<file path="src/rtl/psum_accumulator.sv">
// Partial-sum read-modify-write controller for the conv output buffer.
// Aligns buffer read data with delayed MAC beats, saturating-adds per lane, writes back.
`ifndef MAC_OUTPUT_WIDTH
`define MAC_OUTPUT_WIDTH 36
`endif

module psum_accumulator #(
    parameter int unsigned MAC_OUTPUT_WIDTH = `MAC_OUTPUT_WIDTH,
    parameter int unsigned READ_LATENCY     = 3,
    parameter int unsigned ADDR_WIDTH       = 15
) (
    input  logic                            system_clk,
    input  logic                            rst,
    input  logic                            pass_start,
    input  logic                            first_pass,
    input  logic                            last_pass,
    output logic                            busy,
    input  logic [8*MAC_OUTPUT_WIDTH-1:0]   mac_data,
    input  logic                            mac_valid,
    input  logic                            mac_last,
    output logic                            mac_ready,
    output logic                            refresh_req,
    output logic                            adder_pulse,
    input  logic [8*MAC_OUTPUT_WIDTH-1:0]   adder_feature,
    output logic [8*MAC_OUTPUT_WIDTH-1:0]   feature_in,
    output logic                            feature_valid,
    output logic [8*MAC_OUTPUT_WIDTH-1:0]   result_data,
    output logic                            result_valid,
    output logic                            pass_done,
    output logic                            sat_flag,
    output logic                            depth_err
);

    localparam int unsigned W       = MAC_OUTPUT_WIDTH;
    localparam int unsigned LANES   = 8;
    localparam int unsigned BUS_W   = LANES * W;
    localparam int unsigned CNT_W   = ADDR_WIDTH + 1;
    localparam int unsigned DRAIN_W = $clog2(READ_LATENCY + 2);

    localparam logic [CNT_W-1:0] DEPTH_LIMIT = {1'b1, {ADDR_WIDTH{1'b0}}};
    localparam logic [W-1:0]     SAT_MAX     = {1'b0, {(W-1){1'b1}}};
    localparam logic [W-1:0]     SAT_MIN     = {1'b1, {(W-1){1'b0}}};

    typedef enum logic [1:0] {
        S_IDLE,
        S_REFRESH,
        S_RUN,
        S_DRAIN
    } state_t;

    state_t             state;
    state_t             state_nxt;
    logic               start_c;
    logic               accept_c;
    logic               first_q;
    logic               last_q;
    logic [DRAIN_W-1:0] drain_cnt;
    logic [CNT_W-1:0]   beat_cnt;

    logic [BUS_W-1:0]        data_pipe [READ_LATENCY];
    logic [READ_LATENCY-1:0] valid_pipe;
    logic [READ_LATENCY-1:0] last_pipe;
    logic [BUS_W-1:0]        tap_data;
    logic                    tap_valid;
    logic                    tap_last;

    logic [W-1:0]     mac_l;
    logic [W-1:0]     old_l;
    logic [W:0]       wide_l;
    logic [BUS_W-1:0] sum_c;
    logic             sat_any_c;

    // Next-state and accept decode
    always_comb begin
        state_nxt   = state;
        start_c     = 1'b0;
        accept_c    = 1'b0;
        adder_pulse = 1'b0;
        case (state)
            S_IDLE: begin
                if (pass_start) begin
                    start_c   = 1'b1;
                    state_nxt = S_REFRESH;
                end
            end
            S_REFRESH: state_nxt = S_RUN;
            S_RUN: begin
                accept_c    = mac_valid;
                adder_pulse = mac_valid & ~first_q;
                if (mac_valid && mac_last) begin
                    state_nxt = S_DRAIN;
                end
            end
            S_DRAIN: begin
                if (drain_cnt == DRAIN_W'(READ_LATENCY)) begin
                    state_nxt = S_IDLE;
                end
            end
            default: state_nxt = S_IDLE;
        endcase
    end

    always_ff @(posedge system_clk) begin
        if (rst) begin
            state       <= S_IDLE;
            busy        <= 1'b0;
            mac_ready   <= 1'b0;
            refresh_req <= 1'b0;
            first_q     <= 1'b0;
            last_q      <= 1'b0;
            drain_cnt   <= '0;
            beat_cnt    <= '0;
            depth_err   <= 1'b0;
        end else begin
            state       <= state_nxt;
            busy        <= (state_nxt != S_IDLE);
            mac_ready   <= (state_nxt == S_RUN);
            refresh_req <= (state_nxt == S_REFRESH);
            drain_cnt   <= (state == S_DRAIN) ? drain_cnt + DRAIN_W'(1) : '0;
            if (start_c) begin
                first_q   <= first_pass;
                last_q    <= last_pass;
                beat_cnt  <= '0;
                depth_err <= 1'b0;
            end else if (accept_c) begin
                beat_cnt <= beat_cnt + CNT_W'(1);
                if (beat_cnt == DEPTH_LIMIT) begin
                    depth_err <= 1'b1;
                end
            end
        end
    end

    // Delay accepted beats to meet the buffer read data
    always_ff @(posedge system_clk) begin
        if (rst) begin
            valid_pipe <= '0;
            last_pipe  <= '0;
            for (int i = 0; i < READ_LATENCY; i++) begin
                data_pipe[i] <= '0;
            end
        end else begin
            data_pipe[0]  <= mac_data;
            valid_pipe[0] <= accept_c;
            last_pipe[0]  <= accept_c & mac_last;
            for (int i = 1; i < READ_LATENCY; i++) begin
                data_pipe[i]  <= data_pipe[i-1];
                valid_pipe[i] <= valid_pipe[i-1];
                last_pipe[i]  <= last_pipe[i-1];
            end
        end
    end

    assign tap_data  = data_pipe[READ_LATENCY-1];
    assign tap_valid = valid_pipe[READ_LATENCY-1];
    assign tap_last  = last_pipe[READ_LATENCY-1];

    // Lane-wise signed add with saturation; first pass ignores stale buffer data
    always_comb begin
        mac_l     = '0;
        old_l     = '0;
        wide_l    = '0;
        sum_c     = '0;
        sat_any_c = 1'b0;
        for (int l = 0; l < LANES; l++) begin
            mac_l  = tap_data[l*W +: W];
            old_l  = adder_feature[l*W +: W];
            wide_l = {mac_l[W-1], mac_l} + (first_q ? {(W+1){1'b0}} : {old_l[W-1], old_l});
            if (wide_l[W] != wide_l[W-1]) begin
                sum_c[l*W +: W] = wide_l[W] ? SAT_MIN : SAT_MAX;
                sat_any_c       = 1'b1;
            end else begin
                sum_c[l*W +: W] = wide_l[W-1:0];
            end
        end
    end

    always_ff @(posedge system_clk) begin
        if (rst) begin
            feature_in    <= '0;
            feature_valid <= 1'b0;
            result_data   <= '0;
            result_valid  <= 1'b0;
            pass_done     <= 1'b0;
            sat_flag      <= 1'b0;
        end else begin
            feature_valid <= tap_valid;
            result_valid  <= tap_valid & last_q;
            pass_done     <= tap_valid & tap_last;
            if (tap_valid) begin
                feature_in  <= sum_c;
                result_data <= sum_c;
            end
            if (start_c) begin
                sat_flag <= 1'b0;
            end else if (tap_valid && sat_any_c) begin
                sat_flag <= 1'b1;
            end
        end
    end

endmodule

</file>
<file path="config.mk">
export PLATFORM = sky130hd
export DESIGN_NAME = psum_accumulator
export DESIGN_NICKNAME = d
export VERILOG_FILES = /design/src/rtl/psum_accumulator.sv
export SDC_FILE = /design/constraint.sdc
export NUM_CORES = 2
export LEC_CHECK = 0
export CORE_AREA = 4 4 452 454
export DETAILED_ROUTE_END_ITERATION = 16
export DIE_AREA = 0 0 456 458
export SYNTH_ARGS = -nofsm -noshare
export SYNTH_HDL_FRONTEND = slang
export SYNTH_SLANG_ARGS = --single-unit
</file>
<file path="constraint.sdc">
create_clock -name system_clk -period 4.8 [get_ports system_clk]
set_input_delay 1.2 -clock system_clk [delete_from_list [all_inputs] [get_ports system_clk]]
set_output_delay 1.2 -clock system_clk [all_outputs]
set_load 0.02 [all_outputs]
</file>
==> flow_summary.rst <==
.. list-table::
   :header-rows: 1

   * - Metric
     - Value
   * - Largest driver fanout on the critical path
     - 27
   * - Startpoint types
     - flip-flop
   * - Final net count
     - about 8k
   * - Kind of end point of the critical path
     - flip-flop
   * - Normalized max-slew margin
     - about 25%
   * - RSZ-0062 raised after global routing
     - no
   * - Vert. Die Dim
     - 458 µm
   * - Initial Util
     - about 28%
   * - Area of the placeable core
     - 200000 µm²
   * - Average via count per standard cell
     - about 4.8
   * - Cell Count Post-Placement
     - 9596
   * - Commonest non-fill, non-tap cell in the layout
     - sky130_fd_sc_hd__dfxtp_1
   * - Max rail drop VDD
     - 0.375 mV
   * - Clock buffers created by TritonCTS
     - between 100 and 150
   * - Total global-route track usage
     - between 20% and 30%
   * - Number of instances resized during post-cts repair
     - 0
   * - DIE WIDTH
     - ~460 µm
   * - Status
     - finished, final reports clean
   * - Wire length per cell
     - ~24 µm
   * - Post-synthesis cell type with the largest combined area
     - sky130_fd_sc_hd__dfxtp_1
   * - CTS tree
     - yes
   * - Cell area after placement
     - 70700 µm²
   * - Pin count of the biggest net entering global routing
     - slightly below 200
   * - Leakage power figure
     - around 0.03 µW
   * - Synthesis-to-finish area growth
     - 35.4%
   * - Clock skew
     - roughly 0.036 ns
   * - Area of the mapped netlist
     - about 56000 µm²
   * - Post-DP HPWL
     - 195000 µm
   * - Number of port buffers
     - 1167
   * - Clk buf depth
     - 3
   * - Clock Pin Slew Worst Setup and Hold Paths
     - 0.06 ns
   * - Hold Buf Count CTS
     - 0
   * - Non-Filler Instances
     - a little under 10k
   * - Proportion of netlist area held by the largest area contributor
     - 42.6%
   * - Placer congestion estimate
     - between 0.9 and 1
   * - Total via count in the routed design
     - between 40k and 50k
   * - Proportion of layout cells with a drive suffix above 1
     - between 10% and 20%
   * - Reported max-cap violation count
     - 0
   * - Most frequent cells in the layout
     - sky130_fd_sc_hd__dfxtp_1 (1187), sky130_fd_sc_hd__nor2b_1 (1178), sky130_fd_sc_hd__clkdlybuf4s50_1 (1166), sky130_fd_sc_hd__a21oi_1 (507), sky130_fd_sc_hd__o21ai_0 (389)
   * - Leading cell types by total area after synthesis
     - sky130_fd_sc_hd__dfxtp_1 (43%), sky130_fd_sc_hd__nor2b_1 (13%), sky130_fd_sc_hd__ha_1 (6.5%)
   * - Setup Fix Bufs, Post-CTS
     - 0
   * - Highest attainable clock frequency
     - around 230 MHz
   * - First element of the critical path
     - first_q
   * - Final antenna-violating net count
     - 0
   * - Sequential element share of the synthesized area
     - 42.6%
   * - Yosys warns
     - 0
   * - Number of register bits inferred by synthesis
     - 1189
   * - Residual DRC
     - 0
   * - Number of placement rows
     - between 150 and 200
   * - Power density cells
     - ~330 nW/µm²
   * - Predominant post-synthesis flop cell
     - sky130_fd_sc_hd__dfxtp_1
   * - Final max-slew violation count
     - 0
   * - Routed wire length
     - between 200000 and 250000 µm
   * - Starting DRT DRC Count
     - about 3.5k
   * - Cell count after synthesis
     - about 6k
   * - Startpoint-to-endpoint class of the critical path
     - reg -> reg
   * - Avg Cell Area, Syn
     - 9.26 µm²
   * - Die Footprint
     - ~210000 µm²
   * - Setup Viol. Count Final
     - 0
   * - Final Critical Period
     - 4.44 ns
   * - Skew-Pair Late Insertion Delay
     - 0.81 ns
   * - Number of distinct library cells after synthesis
     - between 90 and 100
   * - Least-Margin Pin Slew
     - about 1.1 ns
   * - Min-Delay Path Class
     - reg -> reg
   * - Beginning of the worst register-to-register path
     - first_q
   * - FILL cells
     - just under 20k
   * - Part of the cycle the worst path needs
     - between 90% and 100%
   * - Number of nets produced by synthesis
     - ~6.9k
   * - Total grt overflow
     - 0
   * - Number of enable-type register cells in the synthesized netlist
     - 0
   * - Proportion of register bits with asynchronous set or reset after synthesis
     - 0%
   * - Total I/O pin count
     - 1168
   * - Via count of the first global-routing pass
     - 45.5k
   * - Arrival time at the worst endpoint
     - 5.15 ns
   * - Reg-to-reg slack, setup
     - 0.36 ns
   * - Cell at the root of the clock tree
     - sky130_fd_sc_hd__clkbuf_16
   * - H-tree lvl count
     - 4
   * - Count of final hold-check violations
     - 0
   * - Origin of the worst min-delay path
     - valid_pipe[1]
   * - Number of search-and-repair iterations in the first detailed-routing pass
     - 5
   * - Wire length of the first global-routing pass
     - 336000 µm
   * - Final Instance Area
     - 75600 µm²
   * - Required time worst endpoint
     - roughly 5.5 ns
   * - Number of sinks handled by clock tree synthesis
     - between 1k and 1.5k
   * - Number of antenna violations at the first check in global routing
     - 66
## critical path, cell delays in order (launching register included)
cell	delay, ns
sky130_fd_sc_hd__dfxtp_4	0.54
sky130_fd_sc_hd__buf_4	0.39
sky130_fd_sc_hd__nand2b_1	0.25
sky130_fd_sc_hd__inv_1	0.06
sky130_fd_sc_hd__ha_1	0.30
sky130_fd_sc_hd__a211oi_1	0.35
sky130_fd_sc_hd__o21ai_0	0.27
sky130_fd_sc_hd__nand4_1	0.23
sky130_fd_sc_hd__a21oi_1	0.12
sky130_fd_sc_hd__o211ai_1	0.32
sky130_fd_sc_hd__o21ai_0	0.17
sky130_fd_sc_hd__buf_4	0.18
sky130_fd_sc_hd__o211ai_1	0.15
sky130_fd_sc_hd__a21oi_1	0.09
sky130_fd_sc_hd__buf_4	0.15
sky130_fd_sc_hd__o311ai_0	0.40
sky130_fd_sc_hd__nor4_1	0.10
sky130_fd_sc_hd__a211oi_1	0.22
## final timing paths
kind                        end  depth (start not counted)
setup / recovery       sat_flag                         17
hold / removal    valid_pipe[2]                          1
setup reg to reg       sat_flag                         17
hold reg to reg   valid_pipe[2]                          1
## layout make-up
type,instances,area [µm²],share of cell area [%]
clock inverter,74,911,1.21
antenna,36,90.1,0.119
tap,2656,3320,4.40
clock buffer,177,3890,5.15
sequential,1189,23800,31.5
multi-input combinational,4093,28200,37.3
inverter,120,458,0.606
timing repair buffer,1538,14900,19.7
## state kept, by name, indices dropped and copies added, names as in the netlist
name and cells:
drain_cnt 3, depth_err 1, last_pipe 3, pass_done 1
data_pipe 864, state 2, first_q 1, busy 1
result_valid 1, result_data 288, valid_pipe 3, sat_flag 1
feature_valid 1, beat_cnt 16, last_q 1, refresh_req 1
mac_ready 1
## metrics by stage
stage          hold slack [ns]  util (%)  total power, µW  setup TNS, ns  setup slack [ns]
2_1_floorplan            0.408         -            12600              0             0.430
3_3_place_gp             0.416      35.4            14300         -33.85            -0.510
3_5_place_dp             0.420      35.4            14400         -39.90            -0.493
4_1_cts                  0.414      37.8            25600              0             0.244
5_1_grt                  0.431      37.8            26300              0            0.0348
6_report                 0.414      37.8            25300              0             0.364
## power breakdown
group | internal, µW | switching, µW | leakage, µW
combinational | 1790 | 2060 | 0.0179
clock | 6510 | 4590 | 0.00232
sequential | 10200 | 149 | 0.00973
total | 18500 | 6800 | 0.0300
## per-layer routing
metal | track usage (%) | vias to the layer above | wire length [µm]
met5 | 0 | - | 136
met4 | 11.4 | 22 | 12100
met3 | 6.34 | 361 | 18000
met2 | 34.2 | 1539 | 108000
met1 | 28.0 | 22700 | 104000
li1 | - | 22800 | -
## cell families (layout without fill, tap and decap cells)
family | Yosys count | count (layout) | synth area share (%)
flip-flops | 1189 | 1189 | 42.6
multiplexers | 10 | 10 | 0.184
AND/OR/NAND/NOR | 1871 | 1871 | 19.0
buffers and inverters | 743 | 1909 | 7.09
XOR/XNOR | 265 | 265 | 4.17
other | 0 | 36 | 0
AO/OA/AOI/OAI | 1628 | 1628 | 19.7
adder cells (fa/ha/maj) | 319 | 319 | 7.18
## cell usage after synthesis, types with 13 or more instances
cell type and count:
sky130_fd_sc_hd__dfxtp_1 1189, sky130_fd_sc_hd__nor2b_1 1178, sky130_fd_sc_hd__a21oi_1 507, sky130_fd_sc_hd__o21ai_0 389
sky130_fd_sc_hd__clkbuf_1 304, sky130_fd_sc_hd__ha_1 292, sky130_fd_sc_hd__buf_4 288, sky130_fd_sc_hd__nor2_1 236
sky130_fd_sc_hd__o221a_2 181, sky130_fd_sc_hd__nand2_1 170, sky130_fd_sc_hd__xnor2_1 143, sky130_fd_sc_hd__a21o_1 132
sky130_fd_sc_hd__xor2_1 121, sky130_fd_sc_hd__inv_1 120, sky130_fd_sc_hd__a211oi_1 64, sky130_fd_sc_hd__nor3_1 55
sky130_fd_sc_hd__nand3_1 50, sky130_fd_sc_hd__nand2b_1 42, sky130_fd_sc_hd__o21a_1 39, sky130_fd_sc_hd__o21bai_1 37
sky130_fd_sc_hd__and3_1 36, sky130_fd_sc_hd__o221a_1 32, sky130_fd_sc_hd__a31oi_1 28, sky130_fd_sc_hd__o21ai_1 27
sky130_fd_sc_hd__nand4_1 24, sky130_fd_sc_hd__o211ai_1 23, sky130_fd_sc_hd__maj3_1 18, sky130_fd_sc_hd__a311oi_1 17
sky130_fd_sc_hd__buf_2 17, sky130_fd_sc_hd__o31ai_1 17, sky130_fd_sc_hd__and2_1 13, sky130_fd_sc_hd__or2_2 13
No activity file was read; power rests on OpenSTA's default activity.
